--- src/rtl/uart_tx_pkg.sv ---
// Shared UART definitions: state encoding, data width, default bit period.
// Intended for reuse by the receiver as well as the transmitter.
package uart_tx_pkg;

    localparam int DATA_BITS            = 8;
    localparam int DEFAULT_CLKS_PER_BIT = 217;   // 25 MHz / 115200 baud

    typedef enum logic [2:0] {
        ST_IDLE   = 3'd0,
        ST_START  = 3'd1,
        ST_DATA   = 3'd2,
        ST_PARITY = 3'd3,
        ST_STOP   = 3'd4
    } uart_state_t;

    function automatic logic even_parity(input logic [DATA_BITS-1:0] b);
        return ^b;
    endfunction

endpackage

--- src/rtl/uart_tx_baud_gen.sv ---
// Bit-period counter: counts 0..CLKS_PER_BIT-1 and wraps, tick is high on the last count.
// Latency: tick is combinational from the counter register; clear takes effect next edge. No backpressure.
// Backpressure: none; the counter free-runs and is restarted by a synchronous clear.
module uart_baud_gen
    import uart_tx_pkg::*;
#(
    parameter int CLKS_PER_BIT = DEFAULT_CLKS_PER_BIT
) (
    input  logic clk,
    input  logic rst_n,
    input  logic clear,
    output logic tick
);

    localparam int                CNT_W = $clog2(CLKS_PER_BIT);
    localparam logic [CNT_W-1:0]  LAST  = CNT_W'(CLKS_PER_BIT - 1);

    logic [CNT_W-1:0] cnt;

    always_ff @(posedge clk or negedge rst_n) begin
        if (!rst_n) begin
            cnt <= '0;
        end else if (clear || cnt == LAST) begin
            cnt <= '0;
        end else begin
            cnt <= cnt + 1'b1;
        end
    end

    assign tick = (cnt == LAST);

endmodule

--- src/rtl/uart_tx.sv ---
// 8N1 UART transmitter, LSB first; UART_TX_PARITY_EN adds an even-parity bit before stop.
// Latency: tx falls and busy rises on the edge that accepts load; frame is 10 (11) bit periods.
// Backpressure: load is only accepted while busy is low; loads during a frame are dropped, never queued.
module uart_tx
    import uart_tx_pkg::*;
#(
    parameter int CLKS_PER_BIT = DEFAULT_CLKS_PER_BIT
) (
    input  logic                 clk,
    input  logic                 rst_n,
    input  logic [DATA_BITS-1:0] in,
    input  logic                 load,
    output logic                 tx,
    output logic                 busy
);

    uart_state_t          state;
    logic [DATA_BITS-1:0] shift_q;
    logic [2:0]           bit_idx;
    logic                 baud_clr;
    logic                 tick;
`ifdef UART_TX_PARITY_EN
    logic                 parity_q;
`endif

    // Restart the bit period exactly on the accepting edge so START lasts a full period.
    assign baud_clr = (state == ST_IDLE) && load;

    uart_baud_gen #(
        .CLKS_PER_BIT (CLKS_PER_BIT)
    ) u_baud (
        .clk   (clk),
        .rst_n (rst_n),
        .clear (baud_clr),
        .tick  (tick)
    );

    always_ff @(posedge clk or negedge rst_n) begin
        if (!rst_n) begin
            state    <= ST_IDLE;
            shift_q  <= '0;
            bit_idx  <= '0;
            tx       <= 1'b1;
            busy     <= 1'b0;
`ifdef UART_TX_PARITY_EN
            parity_q <= 1'b0;
`endif
        end else begin
            case (state)
                ST_IDLE: begin
                    tx   <= 1'b1;
                    busy <= 1'b0;
                    if (load) begin
                        shift_q  <= in;
                        bit_idx  <= '0;
                        tx       <= 1'b0;
                        busy     <= 1'b1;
                        state    <= ST_START;
`ifdef UART_TX_PARITY_EN
                        parity_q <= even_parity(in);
`endif
                    end
                end
                ST_START: begin
                    if (tick) begin
                        tx    <= shift_q[0];
                        state <= ST_DATA;
                    end
                end
                ST_DATA: begin
                    if (tick) begin
                        if (bit_idx == 3'(DATA_BITS - 1)) begin
`ifdef UART_TX_PARITY_EN
                            tx    <= parity_q;
                            state <= ST_PARITY;
`else
                            tx    <= 1'b1;
                            state <= ST_STOP;
`endif
                        end else begin
                            // Next bit is presented while the register shifts toward bit 0.
                            tx      <= shift_q[1];
                            shift_q <= shift_q >> 1;
                            bit_idx <= bit_idx + 3'd1;
                        end
                    end
                end
`ifdef UART_TX_PARITY_EN
                ST_PARITY: begin
                    if (tick) begin
                        tx    <= 1'b1;
                        state <= ST_STOP;
                    end
                end
`endif
                ST_STOP: begin
                    if (tick) begin
                        busy  <= 1'b0;
                        state <= ST_IDLE;
                    end
                end
                default: begin
                    tx    <= 1'b1;
                    busy  <= 1'b0;
                    state <= ST_IDLE;
                end
            endcase
        end
    end

endmodule

--- config.mk ---
export PLATFORM = sky130hd
export DESIGN_NAME = uart_tx
export DESIGN_NICKNAME = d
export VERILOG_FILES = /design/src/rtl/uart_tx_pkg.sv /design/src/rtl/uart_tx_baud_gen.sv /design/src/rtl/uart_tx.sv
export SDC_FILE = /design/constraint.sdc
export NUM_CORES = 1
export LEC_CHECK = 0
export CORE_MARGIN = 10
export CORE_UTILIZATION = 34
export DETAILED_ROUTE_END_ITERATION = 8
export PLACE_DENSITY_LB_ADDON = 0.2
export SYNTH_ARGS = -nofsm -noshare
export SYNTH_HDL_FRONTEND = slang
export SYNTH_SLANG_ARGS = --single-unit
--- constraint.sdc ---
create_clock -name clk -period 3.5 [get_ports clk]
set_input_delay 0.7 -clock clk [delete_from_list [all_inputs] [get_ports clk]]
set_output_delay 0.7 -clock clk [all_outputs]
set_load 0.02 [all_outputs]
==> flow_metrics.py <==
metrics = {
    "floorplanning": {
        "start_util_pct": 34.7,
        "rows": 22,
        "die_h_um": 80.9,
        "dieWidth_um": 80.9,
        "design.core.area_um2": 3630,
        "dieArea_um2": 6550,
        "ioPinCount": 13,
    },
    "hold_path": {
        "holdCritPathClass": "reg2reg",
    },
    "cells_and_area": {
        "drive_gt1_share_pct": 9.49,
        "diodes": 0,
        "area_growth_syn_to_layout_pct": 18.1,
        "fin_area_um2": 1490,
        "stdcell_count": 185,
        "fin_nets": 153,
        "final_cell_mix": "23 x dfrtp_1, 16 x nand2_1, 13 x nor2_1, 12 x clkdlybuf4s50_1, 9 x o21ai_1",
        "num-fill-cells": 370,
        "mostFrequentLayoutCell": "dfrtp_1",
    },
    "clocking": {
        "cts_buffers": 3,
        "cts-root-buf": "clkbuf_8",
        "clock_sinks": 24,
        "path_clk_slew_ns": 0.09,
        "cts_setup_buffers": 0,
        "post_cts_resized": 0,
        "cts_tree": "done",
        "ctsHoldBuffers": 0,
        "clockBufferDepth": 2,
        "clock_latency_ns": 0.27,
        "h-tree-depth": 1,
    },
    "pwr": {
        "swShare_pct": 31.6,
        "pwr-share-seq_pct": 49.6,
        "p_per_area_nw_per_um2": 684,
        "pwr-share-clk_pct": 24.1,
        "p_int_w": 0.000696,
        "p_sw_w": 0.000322,
        "pwr-share-comb_pct": 26.3,
        "peakVddDrop_mv": 0.195,
        "power.leakage_nw": 0.614,
    },
    "global_route": {
        "grt_first_pass_wirelength_um": 4200,
        "overflow": 0,
        "grt_max_degree": 25,
        "global_route.usage.total_pct": 8.14,
        "grt_antenna_before_repair": 0,
        "grt_pass1_vias": 934,
    },
    "setup_path": {
        "max_stage_delay_ns": 0.70,
        "reg2reg_to": "bit_idx[0]$_DFFE_PN0P_",
        "start_kind": "input port",
        "crit_path_start": "load",
        "rrSetupSlack_ns": 1.49,
        "worstPathArrival_ns": 2.34,
        "reg2reg_from": "state[0]$_DFFE_PN0P_",
        "required_ns": 3.67,
        "crit_fanout": 21,
        "setup.worst_path.end_class": "register",
        "crit_path_end": "bit_idx[0]$_DFFE_PN0P_",
        "worst-r2r-cell-count": 5,
        "critPathKind": "in2reg",
        "path_cells": "clkdlybuf4s50_1 > nor4b_2 > a41oi_2 > nor3_1 > a21o_1",
        "slowest_stage": "a41oi_2",
    },
    "synthesis": {
        "async_flop_share_pct": 100,
        "yosys_warnings": 0,
        "syn_inst": 126,
        "synth_seq_cells": 24,
        "syn_nets": 141,
        "synth.distinct_cells": 36,
        "synth_area_um2": 1260,
        "ys_seq_area_share_pct": 47.7,
        "avgSynthCellArea_um2": 10.0,
        "synth_edf_count": 0,
        "synth_flop_cell": "dfrtp_1",
    },
    "timing": {
        "timing.max_slew.rel_slack_pct": 44.5,
        "tightest_slew_ns": 0.833,
        "rsz0062_at_grt": "no",
        "slew_viol_final": 0,
        "hold_slack_ns": 0.486,
        "setup-tns-final_ns": 0,
        "hold_violations": 0,
        "period_needed_ns": 2.17,
        "fmax_ghz": 0.460,
        "min_period_over_period_pct": 62.1,
        "fin_worst_skew_ns": 0.00546,
        "setup_viol": 0,
    },
    "job": {
        "cap_violations": 0,
    },
    "drt": {
        "vias_per_cell": 4.86,
        "dr.pass1.iters": 4,
        "ant_nets": 0,
        "wire_per_inst_um": 12.9,
        "drc": 0,
        "routed_wl_um": 2390,
        "dr_total_vias": 899,
        "dr.first_iter.drc_count": 36,
    },
    "placement": {
        "portBuffers": 12,
        "place.gp.congestion": 0.855,
        "place_area_um2": 1420,
        "hpwl_um": 1690,
        "dp_cells": 181,
    },
    "outcome": {
        "status": "finished, final reports clean",
    },
}
metal layers:
layer | up-vias | track usage (%) | wire [µm]
met5 | - | 0 | 0
met4 | 0 | 4.15 | 50
met3 | 5 | 2.65 | 131
met2 | 18 | 12.7 | 1030
met1 | 421 | 9.79 | 1180
li1 | 455 | - | -
power groups by stage:
stage          logic, W  registers, W  clock network (W)
6_report       0.000268      0.000505           0.000245
5_1_grt        0.000306      0.000524           0.000265
4_1_cts        0.000274      0.000506           0.000255
2_1_floorplan  0.000190      0.000498                  0
3_5_place_dp   0.000274      0.000509                  0
3_3_place_gp   0.000262      0.000508                  0
worst min path at each step:
stage,startpoint,endpoint,slack [ns],cells past startpoint
3_3_place_gp,shift_q[2]$_DFFE_PN0P_,shift_q[2]$_DFFE_PN0P_,0.47,2
5_1_grt,shift_q[6]$_DFFE_PN0P_,shift_q[6]$_DFFE_PN0P_,0.53,2
3_5_place_dp,shift_q[7]$_DFFE_PN0P_,shift_q[7]$_DFFE_PN0P_,0.47,2
6_report,u_baud.cnt[0]$_DFF_PN0_,u_baud.cnt[0]$_DFF_PN0_,0.49,1
4_1_cts,u_baud.cnt[0]$_DFF_PN0_,u_baud.cnt[0]$_DFF_PN0_,0.49,1
2_1_floorplan,rst_n,bit_idx[0]$_DFFE_PN0P_,0.40,0
sequential cells by signal, indices dropped and copies added (netlist names):
| signal | flops |
|---|---|
| state | 3 |
| bit_idx | 3 |
| u_baud.cnt | 8 |
| tx | 1 |
| shift_q | 8 |
| busy | 1 |
cell families (layout without fill, tap and decap cells):
logic type / count (synthesis) / count (layout) / synth area share (%)
AOI/OAI and AO/OA: 23 / 23 / 13.3
buffers and inverters: 13 / 24 / 4.86
xor gates and xnor gates: 6 / 6 / 4.17
DFF: 24 / 24 / 47.7
muxes: 7 / 7 / 5.56
and+or+nand+nor: 49 / 49 / 20.4
adders and majority gates: 4 / 4 / 3.97
Yosys cell counts, types with 2 or more instances:
cell,count,area (µm²)
o21ai_0,2,10.0
nand3_1,7,35.0
o21ai_1,9,45.0
and3_1,2,12.5
nor2_1,13,48.8
nor3_1,2,10.0
xnor2_1,3,26.3
buf_2,4,20.0
mux2i_1,7,70.1
xor2_1,3,26.3
a21oi_1,3,15.0
dfrtp_1,23,576
buf_4,2,15.0
ha_1,4,50.1
inv_1,6,22.5
nand2_1,16,60.1
metrics by stage:
stage	total power [W]	utilization (%)	worst slack, ns
global route	0.00110	41.0	1.16
CTS	0.00104	41.0	1.33
global placement	0.000769	39.0	1.06
detailed placement	0.000783	39.0	1.03
floorplan	0.000688	-	1.96
finish	0.00102	41.0	1.33
area by class of cell:
| class | instances | area, µm² | area share [%] |
|---|---|---|---|
| clock buffers | 3 | 41.3 | 2.77 |
| multi-input cells | 89 | 598 | 40.2 |
| repair buffers | 14 | 135 | 9.08 |
| well taps | 48 | 60.1 | 4.03 |
| flip-flops and latches | 24 | 602 | 40.4 |
| clock inverters | 1 | 30.0 | 2.02 |
| inverters | 6 | 22.5 | 1.51 |
critical path: cells and delay by family:
kind / cells / cell delay [ns]
buffers and inverters: 1 / 0.46
AOI/OAI and AO/OA: 2 / 0.88
and+or+nand+nor: 2 / 0.30
(Power assumes the default switching activity.)
